--- config.mk ---
export PLATFORM = sky130hd
export DESIGN_NAME = w5500_frame_ctrl
export DESIGN_NICKNAME = d
export VERILOG_FILES = /design/src/rtl/w5500_frame_ctrl.sv
export SDC_FILE = /design/constraint.sdc
export NUM_CORES = 1
export LEC_CHECK = 0
export CAP_MARGIN = 30
export CELL_PAD_IN_SITES_DETAIL_PLACEMENT = 1
export CELL_PAD_IN_SITES_GLOBAL_PLACEMENT = 1
export CORE_AREA = 2 2 130 119
export DETAILED_ROUTE_END_ITERATION = 8
export DIE_AREA = 0 0 132 121
export PLACE_DENSITY_LB_ADDON = 0.05
export SYNTH_ARGS = -nofsm -noshare
export SYNTH_HDL_FRONTEND = slang
export SYNTH_SLANG_ARGS = --single-unit
export TNS_END_PERCENT = 5
--- constraint.sdc ---
create_clock -name clk -period 2.2 [get_ports clk]
set_input_delay 0.33 -clock clk [delete_from_list [all_inputs] [get_ports clk]]
set_output_delay 0.33 -clock clk [all_outputs]
set_load 0.01 [all_outputs]
--- src/rtl/w5500_frame_ctrl.sv ---
// W5500 VDM frame sequencer: wraps address, control and data bytes into one
// chip-select window on top of an 8-bit SPI master.
module w5500_frame_ctrl #(
  parameter int LEN_W    = 11,
  parameter int CS_SETUP = 2,
  parameter int CS_HOLD  = 2,
  parameter int CS_IDLE  = 4,
  parameter int TIMEOUT  = 4096
) (
  input  logic             clk,
  input  logic             rst,
  input  logic             cmd_valid,
  output logic             cmd_ready,
  input  logic             cmd_rw,
  input  logic [4:0]       cmd_bsb,
  input  logic [15:0]      cmd_addr,
  input  logic [LEN_W-1:0] cmd_len,
  output logic             wdat_req,
  input  logic [7:0]       wdat,
  output logic [7:0]       rdat,
  output logic             rdat_vld,
  output logic             done,
  output logic             err,
  output logic             spi_wr,
  output logic [1:0]       spi_wr_len,
  output logic [31:0]      spi_wrdata,
  input  logic [31:0]      spi_rddata,
  input  logic             spi_wr_done,
  input  logic             spi_ready,
  output logic             cs_n
);

  localparam int CW = 8;
  localparam int TW = $clog2(TIMEOUT) + 1;

  // ADDR/CTRL/DATA share one ISSUE/WAIT pair; phase selects the word built.
  typedef enum logic [2:0] {
    S_IDLE, S_CS_SU, S_ISSUE, S_WAIT, S_WREQ, S_LATCH, S_CS_HD, S_GAP
  } state_t;

  typedef enum logic [1:0] {PH_ADDR, PH_CTRL, PH_DATA} phase_t;

  state_t           state, state_d;
  phase_t           phase, phase_d;
  logic [CW-1:0]    cnt, cnt_d;
  logic [TW-1:0]    tmo, tmo_d;
  logic [LEN_W-1:0] left, left_d;
  logic             rw_q, rw_d;
  logic [4:0]       bsb_q, bsb_d;
  logic [15:0]      addr_q, addr_d;
  logic [7:0]       wbyte, wbyte_d;
  logic             aborted, aborted_d;
  logic             try_issue;

  logic             cmd_ready_d, wdat_req_d, rdat_vld_d, done_d, err_d, spi_wr_d, cs_n_d;
  logic [7:0]       rdat_d;
  logic [1:0]       spi_wr_len_d;
  logic [31:0]      spi_wrdata_d;

  logic             unused_rddata;
  assign unused_rddata = ^spi_rddata[31:8];

  always_comb begin
    state_d      = state;
    phase_d      = phase;
    cnt_d        = cnt;
    tmo_d        = tmo;
    left_d       = left;
    rw_d         = rw_q;
    bsb_d        = bsb_q;
    addr_d       = addr_q;
    wbyte_d      = wbyte;
    aborted_d    = aborted;
    rdat_d       = rdat;
    spi_wr_len_d = spi_wr_len;
    spi_wrdata_d = spi_wrdata;
    cs_n_d       = cs_n;
    wdat_req_d   = 1'b0;
    rdat_vld_d   = 1'b0;
    done_d       = 1'b0;
    err_d        = 1'b0;
    spi_wr_d     = 1'b0;
    try_issue    = 1'b0;

    case (state)
      S_IDLE: begin
        if (cmd_valid && cmd_ready) begin
          rw_d    = cmd_rw;
          bsb_d   = cmd_bsb;
          addr_d  = cmd_addr;
          left_d  = cmd_len;
          cnt_d   = '0;
          phase_d = PH_ADDR;
          if (cmd_len == '0) begin
            done_d  = 1'b1;
            err_d   = 1'b1;
            state_d = S_GAP;
          end else begin
            cs_n_d  = 1'b0;
            state_d = S_CS_SU;
          end
        end
      end
      S_CS_SU: begin
        if (cnt == CW'(CS_SETUP - 1)) begin
          state_d   = S_ISSUE;
          try_issue = 1'b1;
        end else begin
          cnt_d = cnt + CW'(1);
        end
      end
      S_ISSUE: try_issue = 1'b1;
      S_WAIT: begin
        if (spi_wr_done) begin
          case (phase)
            PH_ADDR: begin
              phase_d = PH_CTRL;
              state_d = S_ISSUE;
            end
            PH_CTRL: begin
              phase_d = PH_DATA;
              if (rw_q) begin
                wdat_req_d = 1'b1;
                state_d    = S_WREQ;
              end else begin
                state_d = S_ISSUE;
              end
            end
            default: begin
              left_d = left - LEN_W'(1);
              if (!rw_q) begin
                rdat_d     = spi_rddata[7:0];
                rdat_vld_d = 1'b1;
              end
              if (left == LEN_W'(1)) begin
                cnt_d   = '0;
                state_d = S_CS_HD;
              end else if (rw_q) begin
                wdat_req_d = 1'b1;
                state_d    = S_WREQ;
              end else begin
                state_d = S_ISSUE;
              end
            end
          endcase
        end else if (tmo == TW'(TIMEOUT - 1)) begin
          done_d    = 1'b1;
          err_d     = 1'b1;
          aborted_d = 1'b1;
          cnt_d     = '0;
          state_d   = S_CS_HD;
        end else begin
          tmo_d = tmo + TW'(1);
        end
      end
      S_WREQ:  state_d = S_LATCH;
      S_LATCH: begin
        wbyte_d = wdat;
        state_d = S_ISSUE;
      end
      S_CS_HD: begin
        if (cnt == CW'(CS_HOLD - 1)) begin
          cs_n_d    = 1'b1;
          done_d    = !aborted;
          aborted_d = 1'b0;
          cnt_d     = '0;
          state_d   = S_GAP;
        end else begin
          cnt_d = cnt + CW'(1);
        end
      end
      S_GAP: begin
        if (cnt == CW'(CS_IDLE - 1)) begin
          state_d = S_IDLE;
        end else begin
          cnt_d = cnt + CW'(1);
        end
      end
      default: state_d = S_IDLE;
    endcase

    if (try_issue && spi_ready) begin
      spi_wr_d = 1'b1;
      tmo_d    = '0;
      state_d  = S_WAIT;
      case (phase)
        PH_ADDR: begin
          spi_wrdata_d = {addr_q, 16'h0000};
          spi_wr_len_d = 2'd1;
        end
        PH_CTRL: begin
          spi_wrdata_d = {bsb_q, rw_q, 2'b00, 24'h000000};
          spi_wr_len_d = 2'd0;
        end
        default: begin
          spi_wrdata_d = rw_q ? {wbyte, 24'h000000} : '0;
          spi_wr_len_d = 2'd0;
        end
      endcase
    end

    cmd_ready_d = (state_d == S_IDLE);
  end

  always_ff @(posedge clk or negedge rst) begin
    if (!rst) begin
      state      <= S_IDLE;
      phase      <= PH_ADDR;
      cnt        <= '0;
      tmo        <= '0;
      left       <= '0;
      rw_q       <= 1'b0;
      bsb_q      <= '0;
      addr_q     <= '0;
      wbyte      <= '0;
      aborted    <= 1'b0;
      cmd_ready  <= 1'b0;
      wdat_req   <= 1'b0;
      rdat       <= '0;
      rdat_vld   <= 1'b0;
      done       <= 1'b0;
      err        <= 1'b0;
      spi_wr     <= 1'b0;
      spi_wr_len <= '0;
      spi_wrdata <= '0;
      cs_n       <= 1'b1;
    end else begin
      state      <= state_d;
      phase      <= phase_d;
      cnt        <= cnt_d;
      tmo        <= tmo_d;
      left       <= left_d;
      rw_q       <= rw_d;
      bsb_q      <= bsb_d;
      addr_q     <= addr_d;
      wbyte      <= wbyte_d;
      aborted    <= aborted_d;
      cmd_ready  <= cmd_ready_d;
      wdat_req   <= wdat_req_d;
      rdat       <= rdat_d;
      rdat_vld   <= rdat_vld_d;
      done       <= done_d;
      err        <= err_d;
      spi_wr     <= spi_wr_d;
      spi_wr_len <= spi_wr_len_d;
      spi_wrdata <= spi_wrdata_d;
      cs_n       <= cs_n_d;
    end
  end

endmodule

==> results.ini, run 1 <==
[place]
place_congestion=0.762
dp_hpwl_um=9820
io_buffers=85
pre_cts_ws_ns=-0.0897
placed_area_um2=6250
dp.cells=775

[route]
vias=3950
antenna_left=0
drt_wl_total_um=13600
drtPass1Iterations=4
first_iter_violations=134
post-route-drc-count=0
via_per_inst=4.97
wl_per_cell_um=17.1

[setup_path]
r2r_cells=6
worstSetupStartpointType=flop
startpoint=left[3]
cp-end-kind=flop
worstSetupPathType=flop to flop
timing.rr.start=left[3]
worstPathRequired_ns=2.44
path_max_fanout=3
arrival_ns=2.52

[sta]
finalSetupViolations=7
finalMaxSlewViolations=0
holdWs_ns=0.462
max_freq_mhz=439
worst_slack_ns=-0.0782
tns_ns=-0.145
maxSlewHeadroom_pct=65.0
max_slew.worst_pin.slew_ns=0.519
min_period_over_period_pct=104
min_period_ns=2.28
finClkSkew_ns=0.00737
hold_viol=0
rsz0062_at_grt=yes

[yosys]
ys_seq_area_share_pct=51.0
ys_ff_latch=100
synth_area_per_cell_um2=10.5
yosysTopAreaCellShare_pct=50.5
synth_top_cells_by_area=dfrtp_1 (50%), mux2_2 (8.9%), nand2_1 (3.7%), nor2_1 (2.8%), o21ai_0 (2.8%)
async_reset_ff_share_pct=100
netlist_instances=468
synth_ff_type=dfrtp_1
synthDistinctLibCells=63
synth_edf_count=0
syn_area_um2=4910
synth.largest_area_cell=dfrtp_1
ys_warn_count=0

[layout]
utilization_pct=45.3
layout_commonest_cell=dfrtp_1
layout.nets=674
fin_area_um2=6600
stdcell_count=794
n_antenna_cell=0
area_growth_pct=34.5
final_cell_mix=dfrtp_1 (99), clkdlybuf4s50_1 (84), nand2_1 (48)
layout-drive-gt1-share_pct=20.6

[floorplanning]
placementRows=42
die-area_um2=16000
fp.dieH_um=121
core_area_um2=14600
io_pins=127
die-width_um=132
start_util_pct=33.7

[global_route]
antenna_found_initial=0
grt_pass1_vias=4308
grt_pass1_wl_um=22400
grt_overflow=0
grt_max_degree=37
grt_usage_pct=17.8

[cts]
cts_tree=yes
insertion_delay_ns=0.36
cts-root-buf=clkbuf_16
clkSinkCount=100
cts.reportedPaths.clkPinSlew_ns=0.07
cts_buffers=9
clk_path_buf_depth=2
cts.htree.levels=3

[run]
max_cap_violations=0

[run_status]
status=finished, violations left
violations=setup timing

[power]
power_mw=8.00
power_density_nw_per_um2=1210
irDropWorstVdd_v=0.000557
p_leak_nw=2.83

[min_path]
hold_class=flop to flop
min_from=cs_n
hold_depth=2

-- timing repair --
action / 4_1_cts / 5_1_grt
endpoints found under the setup margin: 7 / 9
buffers inserted: 2 / 0
endpoints found under the hold margin: 33 / 0
gates resized for setup: 2 / 5
pin swaps: 3 / 5
hold buffers: 1 / 0
-- critical path: stages, from the launching register on --
cell      delay [ns]
dfrtp_1         0.38
or4_4           0.56
o41ai_4         0.34
buf_4           0.19
o211ai_4        0.08
nor3b_4         0.30
mux2_4          0.33
-- cells in the mapped netlist, drive strengths merged (2+ instances only) --
| cell type | n |
|---|---|
| dfrtp | 99 |
| nand2 | 49 |
| mux2 | 40 |
| nor2 | 37 |
| o21ai | 27 |
| buf | 21 |
| nand3 | 20 |
| clkbuf | 17 |
| a21oi | 15 |
| xnor2 | 13 |
| a31oi | 10 |
| inv | 10 |
| nor3 | 10 |
| nor4 | 10 |
| nand4 | 8 |
| mux2i | 6 |
| nor2b | 6 |
| nor3b | 6 |
| ha | 5 |
| and3 | 4 |
| a32oi | 3 |
| o2bb2ai | 3 |
| or3 | 3 |
| or4 | 3 |
| a211oi | 2 |
| a22oi | 2 |
| a41oi | 2 |
| and2 | 2 |
| nand2b | 2 |
| nand4b | 2 |
| nor4bb | 2 |
| o211ai | 2 |
| o21a | 2 |
| o21ba | 2 |
| o22ai | 2 |
| o32ai | 2 |
| o41ai | 2 |
-- power breakdown --
group          switching (mW)  total [mW]  internal [mW]
Sequential              0.473        3.00           2.52
Combinational            1.69        3.43           1.74
Clock                   0.778        1.58          0.799
Total                    2.94        8.00           5.06
-- layout make-up --
class	count	area [µm²]
Multi-Input combinational cell	336	2240
Inverter	10	37.5
Timing Repair Buffer	134	1270
Clock inverter	7	71.3
Clock buffer	9	225
Tap cell	198	248
Fill cell	1625	7960
Sequential cell	100	2500
-- state kept, by name, indices dropped and copies added (netlist names), 2 cells and up --
register and cells:
cnt 8, rdat 8, phase 2, left 11, addr_q 16, tmo 13, wbyte 8, spi_wrdata 16
state 3, bsb_q 5
-- layer usage --
layer | global-route usage, % | share of wire, % | wire length, µm | up-vias
li1 | - | - | - | 1895
met2 | 28.7 | 47 | 6320 | 71
met3 | 6.14 | 5.9 | 794 | 10
met4 | 4.28 | 1.2 | 157 | 0
met1 | 23.2 | 46 | 6290 | 1974
met5 | 0 | 0 | 0 | -
-- path summary, 6_finish.rpt --
kind	end	slack, ns
max	cnt[1]	-0.08
min	cs_n	0.46
max reg2reg	cnt[1]	-0.08
min reg2reg	cs_n	0.46
max in group asynchronous	tmo[7]	1.10
min in group asynchronous	tmo[12]	0.51
-- cell families (layout without fill, tap and decap cells) --
group                    count (synthesis)  in the layout  synth area share, %
AND/OR/NAND/NOR                        169            169                 17.9
flip-flops                             100            100                 51.0
AO/OA/AOI/OAI                           85             85                 11.7
buffers and inverters                   48            160                 5.07
multiplexers                            46             46                 10.5
XOR/XNOR                                14             14                 2.50
adder cells (fa/ha/maj)                  5              5                 1.27
other                                    1             17               0.0764
Note: power is estimated with default switching activity, not from simulation.
==> run 2, diff against run 1 <==
--- a/config.mk
+++ b/config.mk
@@ -11,7 +11,7 @@
 export CORE_AREA = 2 2 130 119
 export DETAILED_ROUTE_END_ITERATION = 8
 export DIE_AREA = 0 0 132 121
-export PLACE_DENSITY_LB_ADDON = 0.05
+export PLACE_DENSITY = 0.74
 export SYNTH_ARGS = -nofsm -noshare
 export SYNTH_HDL_FRONTEND = slang
 export SYNTH_SLANG_ARGS = --single-unit
==> results.ini, run 2 (synthesis results as in run 1) <==
[route]
wl_per_cell_um=17.2  ; +0.89%
first_iter_violations=152  ; +13%
vias=3979  ; +0.73%
post-route-drc-count=0  ; unchanged
via_per_inst=5.05  ; +1.5%
drt_wl_total_um=13600  ; +0.13%
drtPass1Iterations=4  ; unchanged
antenna_left=0  ; unchanged

[cts]
cts.htree.levels=3  ; unchanged
cts_buffers=9  ; unchanged
clkSinkCount=100  ; unchanged
clk_path_buf_depth=2  ; unchanged
cts-root-buf=clkbuf_16
cts_tree=yes
cts.reportedPaths.clkPinSlew_ns=0.08  ; about the same
insertion_delay_ns=0.36  ; about the same

[layout]
utilization_pct=44.8  ; -0.52 points
reg_top3=addr_q: 16 flops, spi_wrdata: 16 flops, tmo: 13 flops
fillCellCount=1600  ; -1.5%
fin_area_um2=6520  ; -1.2%
area_growth_pct=32.9
layout-drive-gt1-share_pct=19.2  ; -1.5 points
stdcell_count=788  ; -0.76%
layout_commonest_cell=dfrtp_1
n_antenna_cell=0  ; unchanged
layout.nets=668  ; -0.89%
final_cell_mix=dfrtp_1 (99), clkdlybuf4s50_1 (84), nand2_1 (49)

[sta]
max_freq_mhz=447  ; +1.9%
finalSetupViolations=1  ; -6
min_period_ns=2.24  ; -0.0422 ns
worst_slack_ns=-0.0360  ; +0.0422 ns
rsz0062_at_grt=yes
holdWs_ns=0.478  ; +0.0167 ns
hold_viol=0  ; unchanged
finClkSkew_ns=0.00778  ; +0.000417 ns
maxSlewHeadroom_pct=38.3  ; -27 points
min_period_over_period_pct=102  ; -1.9 points
max_slew.worst_pin.slew_ns=0.922  ; +0.402 ns
finalMaxSlewViolations=0  ; unchanged

[run]
max_cap_violations=0  ; unchanged

[power]
p_leak_nw=2.79  ; -1.2%
power_density_nw_per_um2=1220  ; +0.62%
power_mw=7.96  ; -0.55%
irDropWorstVdd_v=0.000556  ; -0.16%

[place]
io_buffers=85  ; unchanged
dp.cells=769  ; -0.77%
place_congestion=0.817  ; +7.3%
dp_hpwl_um=9930  ; +1.0%
placed_area_um2=6190  ; -0.92%

[setup_path]
cp-end-kind=flop
arrival_ns=2.48  ; -0.04 ns
worstPathRequired_ns=2.45  ; about the same
worstSetupPathType=flop to flop
path_max_fanout=2  ; -1
worstSetupStartpointType=flop

[global_route]
grt_pass1_wl_um=22500  ; +0.16%
antenna_found_initial=0  ; unchanged
grt_max_degree=38  ; +2.7%
grt_usage_pct=18.0  ; +0.14 points
grt_overflow=0  ; unchanged
grt_pass1_vias=4270  ; -0.88%

[floorplanning]
fp.dieH_um=121  ; unchanged
io_pins=127  ; unchanged
placementRows=42  ; unchanged
start_util_pct=33.7  ; unchanged
core_area_um2=14600  ; unchanged
die-area_um2=16000  ; unchanged
die-width_um=132  ; unchanged

[run_status]
status=finished, violations left
violations=setup timing

[min_path]
hold_class=flop to flop

==> run 2: stage by stage <==
step / setup WS (ns) / setup TNS [ns]
5_1_grt: -0.123 / -0.767
3_5_place_dp: -0.0365 / -0.0835
6_report: -0.0360 / -0.0360
2_1_floorplan: 0.0172 / 0
4_1_cts: -0.0203 / -0.0203
3_3_place_gp: -0.0532 / -0.185
==> run 2: power by group <==
group          switching [mW]  internal (mW)
clock                   0.773          0.789
sequential              0.498           2.53
combinational            1.69           1.68
total                    2.96           5.00
==> run 2: worst max-delay path: stages, from the launching register on <==
cell and delay (ns):
dfrtp_1 0.39, or4_4 0.56, o41ai_4 0.35, buf_4 0.19
o211ai_4 0.08, nor3b_4 0.24, mux2_4 0.32
==> run 2: what timing repair did <==
action | in CTS | in global routing
setup buffers | 2 | 0
resized for setup | 4 | 0
endpoints found under the setup margin | 6 | 9
endpoints found under the hold margin | 35 | 0
hold buffers | 1 | 0
pin swaps | 3 | 0
==> run 2: worst paths after layout <==
path,from,endpoint,slack [ns],cells past startpoint
worst min-delay path,spi_wrdata[18],spi_wrdata[18],0.48,2
min in group asynchronous,rst,left[9],0.50,2
max in group asynchronous,rst,cs_n,1.07,3
worst max-delay path,left[8],cnt[1],-0.04,6
worst max register to register,left[8],cnt[1],-0.04,6
worst min register to register,spi_wrdata[18],spi_wrdata[18],0.48,2
==> run 2: cell type report <==
class / count / area (µm²) / share of cell area, %
clock buffers: 10 / 229 / 3.51
clock inverters: 6 / 53.8 / 0.825
inverters: 10 / 37.5 / 0.575
multi-input cells: 336 / 2240 / 34.3
flip-flops and latches: 100 / 2500 / 38.4
well taps: 198 / 248 / 3.80
repair buffers: 128 / 1210 / 18.6
==> run 2: routing by layer <==
layer | up-vias | global-route usage, % | routed length, µm
li1 | 1875 | - | -
met1 | 2017 | 22.3 | 6150
met2 | 72 | 31.0 | 6710
met3 | 15 | 4.80 | 521
met4 | 0 | 5.10 | 202
met5 | - | 0 | 0
==> run 3, diff against run 2 <==
--- a/config.mk
+++ b/config.mk
@@ -5,6 +5,7 @@
 export SDC_FILE = /design/constraint.sdc
 export NUM_CORES = 1
 export LEC_CHECK = 0
+export ABC_CLOCK_PERIOD_IN_PS = 2200
 export CAP_MARGIN = 30
 export CELL_PAD_IN_SITES_DETAIL_PLACEMENT = 1
 export CELL_PAD_IN_SITES_GLOBAL_PLACEMENT = 1
@@ -12,6 +13,7 @@
 export DETAILED_ROUTE_END_ITERATION = 8
 export DIE_AREA = 0 0 132 121
 export PLACE_DENSITY = 0.74
+export SLEW_MARGIN = 20
 export SYNTH_ARGS = -nofsm -noshare
 export SYNTH_HDL_FRONTEND = slang
 export SYNTH_SLANG_ARGS = --single-unit
==> results of run 3 <==
The final DEF is identical to that of run 2; final timing and power are the same.
